[src/rtl/regfile_multiport_if.sv]
// Bundle between the pipeline and the register file: read ports,
// write ports A/B, issue and scoreboard. master = pipeline, slave = regfile.
interface regfile_multiport_if #(
  parameter int DATA_WIDTH = 32,
  parameter int NUM_REGS   = 32,
  parameter int NUM_READ   = 2
);
  localparam int AW = $clog2(NUM_REGS);

  logic [NUM_READ*AW-1:0]         rd_addr;
  logic [NUM_READ*DATA_WIDTH-1:0] rd_data;
  logic [NUM_READ-1:0]            rd_busy;
  logic                           wa_en;
  logic [AW-1:0]                  wa_addr;
  logic [DATA_WIDTH-1:0]          wa_data;
  logic                           wb_en;
  logic [AW-1:0]                  wb_addr;
  logic [DATA_WIDTH-1:0]          wb_data;
  logic                           iss_en;
  logic [AW-1:0]                  iss_addr;
  logic [NUM_REGS-1:0]            busy_vec;

  modport master (
    output rd_addr,
    input  rd_data, rd_busy,
    output wa_en, wa_addr, wa_data,
    output wb_en, wb_addr, wb_data,
    output iss_en, iss_addr,
    input  busy_vec
  );

  modport slave (
    input  rd_addr,
    output rd_data, rd_busy,
    input  wa_en, wa_addr, wa_data,
    input  wb_en, wb_addr, wb_data,
    input  iss_en, iss_addr,
    output busy_vec
  );
endinterface

[src/rtl/regfile_multiport.sv]
// Multi-read, dual-write register file with pending-write scoreboard.
// Ports: clk, rst (async high), bus (regfile_multiport_if.slave):
//   rd_addr/rd_data/rd_busy  NUM_READ combinational read ports
//   wa_* ALU writeback, wb_* load writeback (B wins on collision)
//   iss_en/iss_addr mark a destination pending; busy_vec = scoreboard.
// Option: REGFILE_BYPASS_EN forwards same-cycle writes to reads.
module regfile_multiport #(
  parameter int DATA_WIDTH = 32,
  parameter int NUM_REGS   = 32,
  parameter int NUM_READ   = 2
) (
  input logic                clk,
  input logic                rst,
  regfile_multiport_if.slave bus
);
  localparam int AW = $clog2(NUM_REGS);

  logic [DATA_WIDTH-1:0] regs_q [NUM_REGS];
  logic [DATA_WIDTH-1:0] regs_d [NUM_REGS];
  logic [NUM_REGS-1:0]   busy_q;
  logic [NUM_REGS-1:0]   busy_d;
  logic [AW-1:0]         ra;

  logic wa_ok;
  logic wb_ok;

  assign wa_ok = bus.wa_en && (bus.wa_addr != '0);
  assign wb_ok = bus.wb_en && (bus.wb_addr != '0);

  // Port B is applied last so it overrides A on a collision.
  always_comb begin
    for (int r = 0; r < NUM_REGS; r++) begin
      regs_d[r] = regs_q[r];
    end
    if (wa_ok) regs_d[bus.wa_addr] = bus.wa_data;
    if (wb_ok) regs_d[bus.wb_addr] = bus.wb_data;
    regs_d[0] = '0;
  end

  // A new producer issued on the completing edge keeps the reg busy.
  always_comb begin
    busy_d = busy_q;
    for (int r = 1; r < NUM_REGS; r++) begin
      if (bus.iss_en && (bus.iss_addr == AW'(r))) begin
        busy_d[r] = 1'b1;
      end else if ((wa_ok && (bus.wa_addr == AW'(r))) ||
                   (wb_ok && (bus.wb_addr == AW'(r)))) begin
        busy_d[r] = 1'b0;
      end
    end
    busy_d[0] = 1'b0;
  end

  always_ff @(posedge clk or posedge rst) begin
    if (rst) begin
      for (int r = 0; r < NUM_REGS; r++) begin
        regs_q[r] <= '0;
      end
      busy_q <= '0;
    end else begin
      for (int r = 0; r < NUM_REGS; r++) begin
        regs_q[r] <= regs_d[r];
      end
      busy_q <= busy_d;
    end
  end

  assign bus.busy_vec = busy_q;

`ifdef REGFILE_BYPASS_EN
  logic iss_hit;
`endif

  always_comb begin
    bus.rd_data = '0;
    bus.rd_busy = '0;
    ra = '0;
`ifdef REGFILE_BYPASS_EN
    iss_hit = 1'b0;
`endif
    for (int i = 0; i < NUM_READ; i++) begin
      ra = bus.rd_addr[i*AW +: AW];
      bus.rd_data[i*DATA_WIDTH +: DATA_WIDTH] = regs_q[ra];
      bus.rd_busy[i] = busy_q[ra];
`ifdef REGFILE_BYPASS_EN
      // A same-cycle re-issue keeps the stored busy bit visible.
      iss_hit = bus.iss_en && (bus.iss_addr == ra);
      if (wb_ok && (bus.wb_addr == ra)) begin
        bus.rd_data[i*DATA_WIDTH +: DATA_WIDTH] = bus.wb_data;
        if (!iss_hit) bus.rd_busy[i] = 1'b0;
      end else if (wa_ok && (bus.wa_addr == ra)) begin
        bus.rd_data[i*DATA_WIDTH +: DATA_WIDTH] = bus.wa_data;
        if (!iss_hit) bus.rd_busy[i] = 1'b0;
      end
`endif
    end
  end
endmodule

[src/flat_wrapper.sv]
// flat-port wrapper written by rule: the top's interface ports become plain ports
module regfile_multiport_flat 
#(
  parameter int DATA_WIDTH = 32,
  parameter int NUM_REGS   = 32,
  parameter int NUM_READ   = 2
)
  (clk, rst, bus_rd_addr, bus_rd_data, bus_rd_busy, bus_wa_en, bus_wa_addr, bus_wa_data, bus_wb_en, bus_wb_addr, bus_wb_data, bus_iss_en, bus_iss_addr, bus_busy_vec);
  regfile_multiport_if #(.DATA_WIDTH(DATA_WIDTH), .NUM_REGS(NUM_REGS), .NUM_READ(NUM_READ)) bus_i ();
  input logic clk;
  input logic rst;
  input wire logic [$bits(bus_i.rd_addr)-1:0] bus_rd_addr;
  output wire logic [$bits(bus_i.rd_data)-1:0] bus_rd_data;
  output wire logic [$bits(bus_i.rd_busy)-1:0] bus_rd_busy;
  input wire logic [$bits(bus_i.wa_en)-1:0] bus_wa_en;
  input wire logic [$bits(bus_i.wa_addr)-1:0] bus_wa_addr;
  input wire logic [$bits(bus_i.wa_data)-1:0] bus_wa_data;
  input wire logic [$bits(bus_i.wb_en)-1:0] bus_wb_en;
  input wire logic [$bits(bus_i.wb_addr)-1:0] bus_wb_addr;
  input wire logic [$bits(bus_i.wb_data)-1:0] bus_wb_data;
  input wire logic [$bits(bus_i.iss_en)-1:0] bus_iss_en;
  input wire logic [$bits(bus_i.iss_addr)-1:0] bus_iss_addr;
  output wire logic [$bits(bus_i.busy_vec)-1:0] bus_busy_vec;
  assign bus_i.rd_addr = bus_rd_addr;
  assign bus_rd_data = bus_i.rd_data;
  assign bus_rd_busy = bus_i.rd_busy;
  assign bus_i.wa_en = bus_wa_en;
  assign bus_i.wa_addr = bus_wa_addr;
  assign bus_i.wa_data = bus_wa_data;
  assign bus_i.wb_en = bus_wb_en;
  assign bus_i.wb_addr = bus_wb_addr;
  assign bus_i.wb_data = bus_wb_data;
  assign bus_i.iss_en = bus_iss_en;
  assign bus_i.iss_addr = bus_iss_addr;
  assign bus_busy_vec = bus_i.busy_vec;
  regfile_multiport #(.DATA_WIDTH(DATA_WIDTH), .NUM_REGS(NUM_REGS), .NUM_READ(NUM_READ)) u_core (.clk(clk), .rst(rst), .bus(bus_i));
endmodule
[config.mk]
export PLATFORM = sky130hd
export DESIGN_NAME = regfile_multiport_flat
export DESIGN_NICKNAME = d
export VERILOG_FILES = /design/src/rtl/regfile_multiport_if.sv /design/src/rtl/regfile_multiport.sv /design/src/flat_wrapper.sv
export SDC_FILE = /design/constraint.sdc
export NUM_CORES = 2
export LEC_CHECK = 0
export CAP_MARGIN = 20
export CORE_ASPECT_RATIO = 0.8
export CORE_MARGIN = 1.5
export CORE_UTILIZATION = 30
export CTS_BUF_LIST = sky130_fd_sc_hd__clkbuf_8
export CTS_CLUSTER_DIAMETER = 80
export DETAILED_ROUTE_END_ITERATION = 12
export HOLD_SLACK_MARGIN = 0.06
export PLACE_DENSITY = 0.47
export SYNTH_ARGS = -nofsm -noshare
export SYNTH_HDL_FRONTEND = slang
export SYNTH_SLANG_ARGS = --single-unit
[constraint.sdc]
create_clock -name clk -period 62.1 [get_ports clk]
set_input_delay 9.315 -clock clk [delete_from_list [all_inputs] [get_ports clk]]
set_output_delay 9.315 -clock clk [all_outputs]
set_load 0.03 [all_outputs]
# Word-level counts from Yosys, hierarchy flattened
# Cells that the tools add are included.
dict set report op_classes {
  n_eq_ne 93
  shift 0
  bitwise 4
  n_reduce_logical 161
  n_lt_le_gt_ge 8
  n_mux 80
  div_mod_pow 0
  multipliers 0
  add_sub_neg 0
}
# cell n
set ops {}
lappend ops {{$bwmux W1024} 2}
lappend ops {{$mux W1024} 1}
lappend ops {{$mux W992} 1}
lappend ops {{$bmux W32 S5} 2}
lappend ops {{$demux W32 S5} 2}
lappend ops {{$eq A5 B5 Y1 const B} 48}
lappend ops {{$mux W32} 6}
lappend ops {{$eq A5 B4 Y1 const B} 24}
lappend ops {{$logic_and A1 B1 Y1} 97}
lappend ops {{$mux W1} 64}
lappend ops {{$reduce_bool A2 Y1} 31}
lappend ops {{$eq A5 B3 Y1 const B} 12}
lappend ops {{$logic_or A1 B1 Y1} 31}
lappend ops {{$eq A5 B2 Y1 const B} 6}
lappend ops {{$ge A6 B6 Y1 const B} 4}
lappend ops {{$not A5 Y6} 4}
lappend ops {{$eq A5 B1 Y1 const B} 3}
lappend ops {{$lt A5 B6 Y1 const B} 2}
lappend ops {{$lt A6 B1 Y1 const B} 2}
lappend ops {{$bmux W1 S5} 2}
lappend ops {{$reduce_bool A5 Y1} 2}
dict set report totals {
  word_cells 408
  memories 0
  input_bits 94
  ramBits 0
  latchBits 0
  regBits 1023
  rom_bits 0
  out_inout_bits 98
}

# Longest topological paths before layout
dict set report depth {
  ltp_word 9
  ltp_mapped 8
  ltp_nobuf 4
}

# Least setup slack after synthesis
# OpenSTA, ideal clock, no wires.
dict set report synth_path {
  kind {in2out}
  startpoint {input bus_rd_addr[5]}
  endpoint {output bus_rd_data[53]}
  t_arrival_ns 11.171
  setup_slack_ns 41.614
  n_path_buf 5
  required_time_ns 52.785
  stages 8
  path_cell_list {buf_2 > buf_6 > buf_4 > buf_4 > buf_2 > a22o_1 > a211oi_1 > o31ai_1}
}
dict set report synth_via {
  elab_chain_cells 4
}
# item line
set synth_rtl {}
lappend synth_rtl {{from (decl)} flat_wrapper.sv:12} ;# input wire logic [$bits(bus_i.rd_addr)-1:0] bus_rd_addr;
lappend synth_rtl {{$not A5 Y6 (not written as such)} regfile_multiport.sv:83} ;# bus.rd_data[i*DATA_WIDTH +: DATA_WIDTH] = regs_q[ra];
lappend synth_rtl {{$bmux W32 S5} regfile_multiport.sv:83}
lappend synth_rtl {{$mux W32 (not written as such) (2 in series)} regfile_multiport.sv:83}
lappend synth_rtl {{to (decl)} flat_wrapper.sv:13} ;# output wire logic [$bits(bus_i.rd_data)-1:0] bus_rd_data;
# No other way between the ends. The select of a mux whose other input is x is not followed.

# Worst setup path in the final report
dict set report layout_path {
  startpoint {input bus_rd_addr[3]}
  endpoint {output bus_rd_data[25]}
}
# Same word-level chain as after synthesis.

==> metrics.md <==
| Metric | Value |
|---|---|
| Final ANT Viol Nets | 0 |
| Final cycle utilization of the critical path | 0.373 |
| Min setup slack post-route | 38.96 ns |
| RD Place Congestion | a little over 0.8 |
| Clock power share | 0.290 |
| Worst slack, placed | 39.09 ns |
| FF-to-FF Start | u_core.regs_q[413] |
| Hold path cells | 2 |
| Netlist Area Pre-Place | 64,200 µm² |
| Status | finished, final reports clean |
| Layout net count | 6,032 |
| Worst reg-to-reg path cell count | 2 |
| Layout Utilization | 0.339 |
| Tightest Hold Check Type | flop to flop |
| Critical Path Start | bus_rd_addr[3] |
| Kind of end point of the critical path | output pin |
| Synth Net Count | between 6k and 7k |
| GRT Util Overall | 0.257 |
| Post-DP HPWL | approximately 160,000 µm |
| Cts hold-fix bufs | 0 |
| Async S/R FF share, synth | 1.00 |
| Worst-Margin Slew | 1.28 ns |
| Post-synthesis average cell area | 10.5 µm² |
| Relative max-transition margin | 0.148 |
| Final Setup Violations | 0 |
| Seq/Total Area, Yosys | 0.399 |
| Max Freq | 43.2 MHz |
| FF-to-FF End | u_core.regs_q[413] |
| Detailed Routing Iterations Pass 1 | 5 |
| RSZ-0062 raised after global routing | false |
| Cts bufs inserted | approximately 180 |
| Worst-path clk slew | 0.06 ns |
| Sequential power share | 0.434 |
| Routed vias | about 52k |
| DP Area | 68,300 µm² |
| Largest net degree at the start of global routing | 158 |
| Post-Syn Instances | slightly above 6k |
| Worst EP arrival | 13.83 ns |
| Switch Pwr | 776 µW |
| Switching share of power | 0.340 |
| Root Buffer | clkbuf_8 |
| # resized after CTS | 0 |
| Hold Vio Cnt, Final | 0 |
| Global-route wire length before repair | 398,000 µm |
| Slew Limit Fails | 0 |
| WL final | 284,000 µm |
| Area delta synth->final | 12.1% |
| Initial antenna violation count | 20 |
| CTS HTree Levels | 4 |
| Number of flops mapped to enable cells by yosys | 0 |
| Maximum clock path buffer count | 3 |
| Latest clock arrival within the worst-skew pair | 0.98 ns |
| Final worst clock skew | 0 ns |
| Critical Path Start Type | primary input |
| Core area | 212,000 µm² |
| Max cap viols | 0 |
| PwrDens | 31.7 nW/µm² |
| Final Instance Area | 72,000 µm² |
| Final hold slack | 0.587 ns |
| IO Count | about 190 |
| Setup_tns | 0 ns |
| Main synth FF type | dfrtp_1 |
| TritonCTS clock tree | done |
| Cell Int Power | 1510 µW |
| Worst vdd ir | 0.0201 mV |
| Yosys cell types | 41 |
| Leak | 0.0311 µW |
| Vias in the first global route | 49.6k |
| Die Span X | 520 µm |
| Total die area | approximately 220,000 µm² |
| WS Path Type | primary input to output pin |
| Post-CTS Setup Bufs | 0 |
| Gate power share | 0.276 |
| CP Max Fanout | 37 |
| DIE HEIGHT | about 420 µm |
| Core Rows | 151 |
| Reg2reg setup slack | 61.08 ns |
| DR WL/cell | 31.9 µm |
| YS warnings | 0 |
| Post-DR vias/cell | roughly 5.8 |
| Register bit total from synthesis | 1,023 |
| TritonCTS Sinks | 1,023 |
| 1st-iter DRT viols | 5,933 |
| Starting Density | 0.303 |
| Worst setup path end | bus_rd_data[25] |
| Minimum clock period | 23.14 ns |
| Ratio of cells with drive above 1 in the final layout | 0.164 |
| Gr ovfl total | 0 |
| Port Buffer Count | 190 |
| Hold path startpoint | u_core.regs_q[524] |
| CP required | 52.79 ns |
| DRC | 0 |
## layout make-up
type	instances	area [µm²]
fillers	21400	140000
diodes	9	22.5
clock buffers	225	3100
well taps	2830	3540
clock inverters	102	546
flip-flops and latches	1023	25600
inverters	7	33.8
multi-input cells	4349	35700
repair buffers	373	3420
## state kept, by name, summed over array words and instances (netlist names)
signal and count:
u_core.bus.busy_vec 31, u_core.regs_q 992
## layout by cell type, fill, tap and decap left out, types with 6 or more instances in the layout
cell type           n
a211oi_1           66
a21oi_1           604
a22o_1            204
a32o_1             16
and2_1             67
and2_4              6
buf_4             176
buf_8               7
clkbuf_8          225
clkdlybuf4s50_1   178
clkinv_2           22
clkinvlp_4          8
dfrtp_1          1023
diode_2             9
inv_1              67
mux2_2             68
mux2i_1          1190
mux4_2            396
nand2_1           411
nand2_4            11
nand2b_1            6
nand3_4            13
nand4_1             8
nor2_1            621
nor2_4             11
nor2b_1             9
nor2b_4             8
o21ai_0           373
o21ai_1            86
o22ai_1            66
o31ai_1            66
## stage by stage
stage / cells / power (µW)
CTS: 8908 / 2290
global placement: 8576 / 1600
finish: 8918 / 2280
floorplan: 6120 / 1420
detailed placement: 8581 / 1620
global route: 8916 / 2390
## worst min path at each step
stage,endpoint
floorplan,u_core.regs_q[441]
CTS,u_core.regs_q[441]
finish,u_core.regs_q[524]
global route,u_core.regs_q[520]
global placement,u_core.regs_q[515]
detailed placement,u_core.bus.busy_vec[11]
## critical path, cell delays in order
cell,delay (ns)
buf_4,0.53
buf_4,0.69
nor2b_4,1.07
buf_4,0.58
a22o_1,0.24
o21ai_1,0.21
o31ai_1,0.29
clkdlybuf4s50_1,0.81
## cells in the mapped netlist, types with 3 or more instances
cell type	n	share of area
mux2i_1	1190	0.19
dfrtp_1	1023	0.40
nor2_1	623	0.036
a21oi_1	604	0.047
clkbuf_1	485	0.028
nand2_1	424	0.025
mux4_2	396	0.14
o21ai_0	373	0.029
a22o_1	204	0.028
buf_2	124	0.0097
o21ai_1	86	0.0067
and2_1	74	0.0072
buf_4	72	0.0084
mux2_2	68	0.012
a211oi_1	66	0.0077
o22ai_1	66	0.0064
o31ai_1	66	0.0077
buf_1	44	0.0026
nor2b_1	17	0.0017
a32o_1	16	0.0025
buf_6	16	0.0028
nand3_1	13	0.0010
nor2_2	9	0.00088
nand2b_1	8	0.00078
nand4_1	8	0.00078
and3_1	7	0.00068
inv_1	7	0.00041
nand3b_1	5	0.00058
nand4b_1	5	0.00068
nor3_1	5	0.00039
and4_1	3	0.00041
## cells by family after synthesis
kind of cell | synth area share
other cells | 0.0000584
flops | 0.399
mux | 0.336
compound gates | 0.135
simple gates | 0.0777
buf+inv | 0.0522
## power groups by stage
stage | registers (µW) | clock network [µW] | logic, µW
floorplan | 958 | 0 | 465
global placement | 987 | 0 | 614
detailed placement | 994 | 0 | 628
CTS | 984 | 673 | 628
global route | 1010 | 701 | 681
finish | 991 | 661 | 631
## layer usage
metal | vias to the layer above | wire (µm) | GRT usage
met2 | 2540 | 125000 | 0.385
met3 | 441 | 24900 | 0.0584
met1 | 26600 | 126000 | 0.367
li1 | 22100 | - | -
met5 | - | 44 | 0
met4 | 6 | 8100 | 0.0772
(Power assumes the default switching activity.)
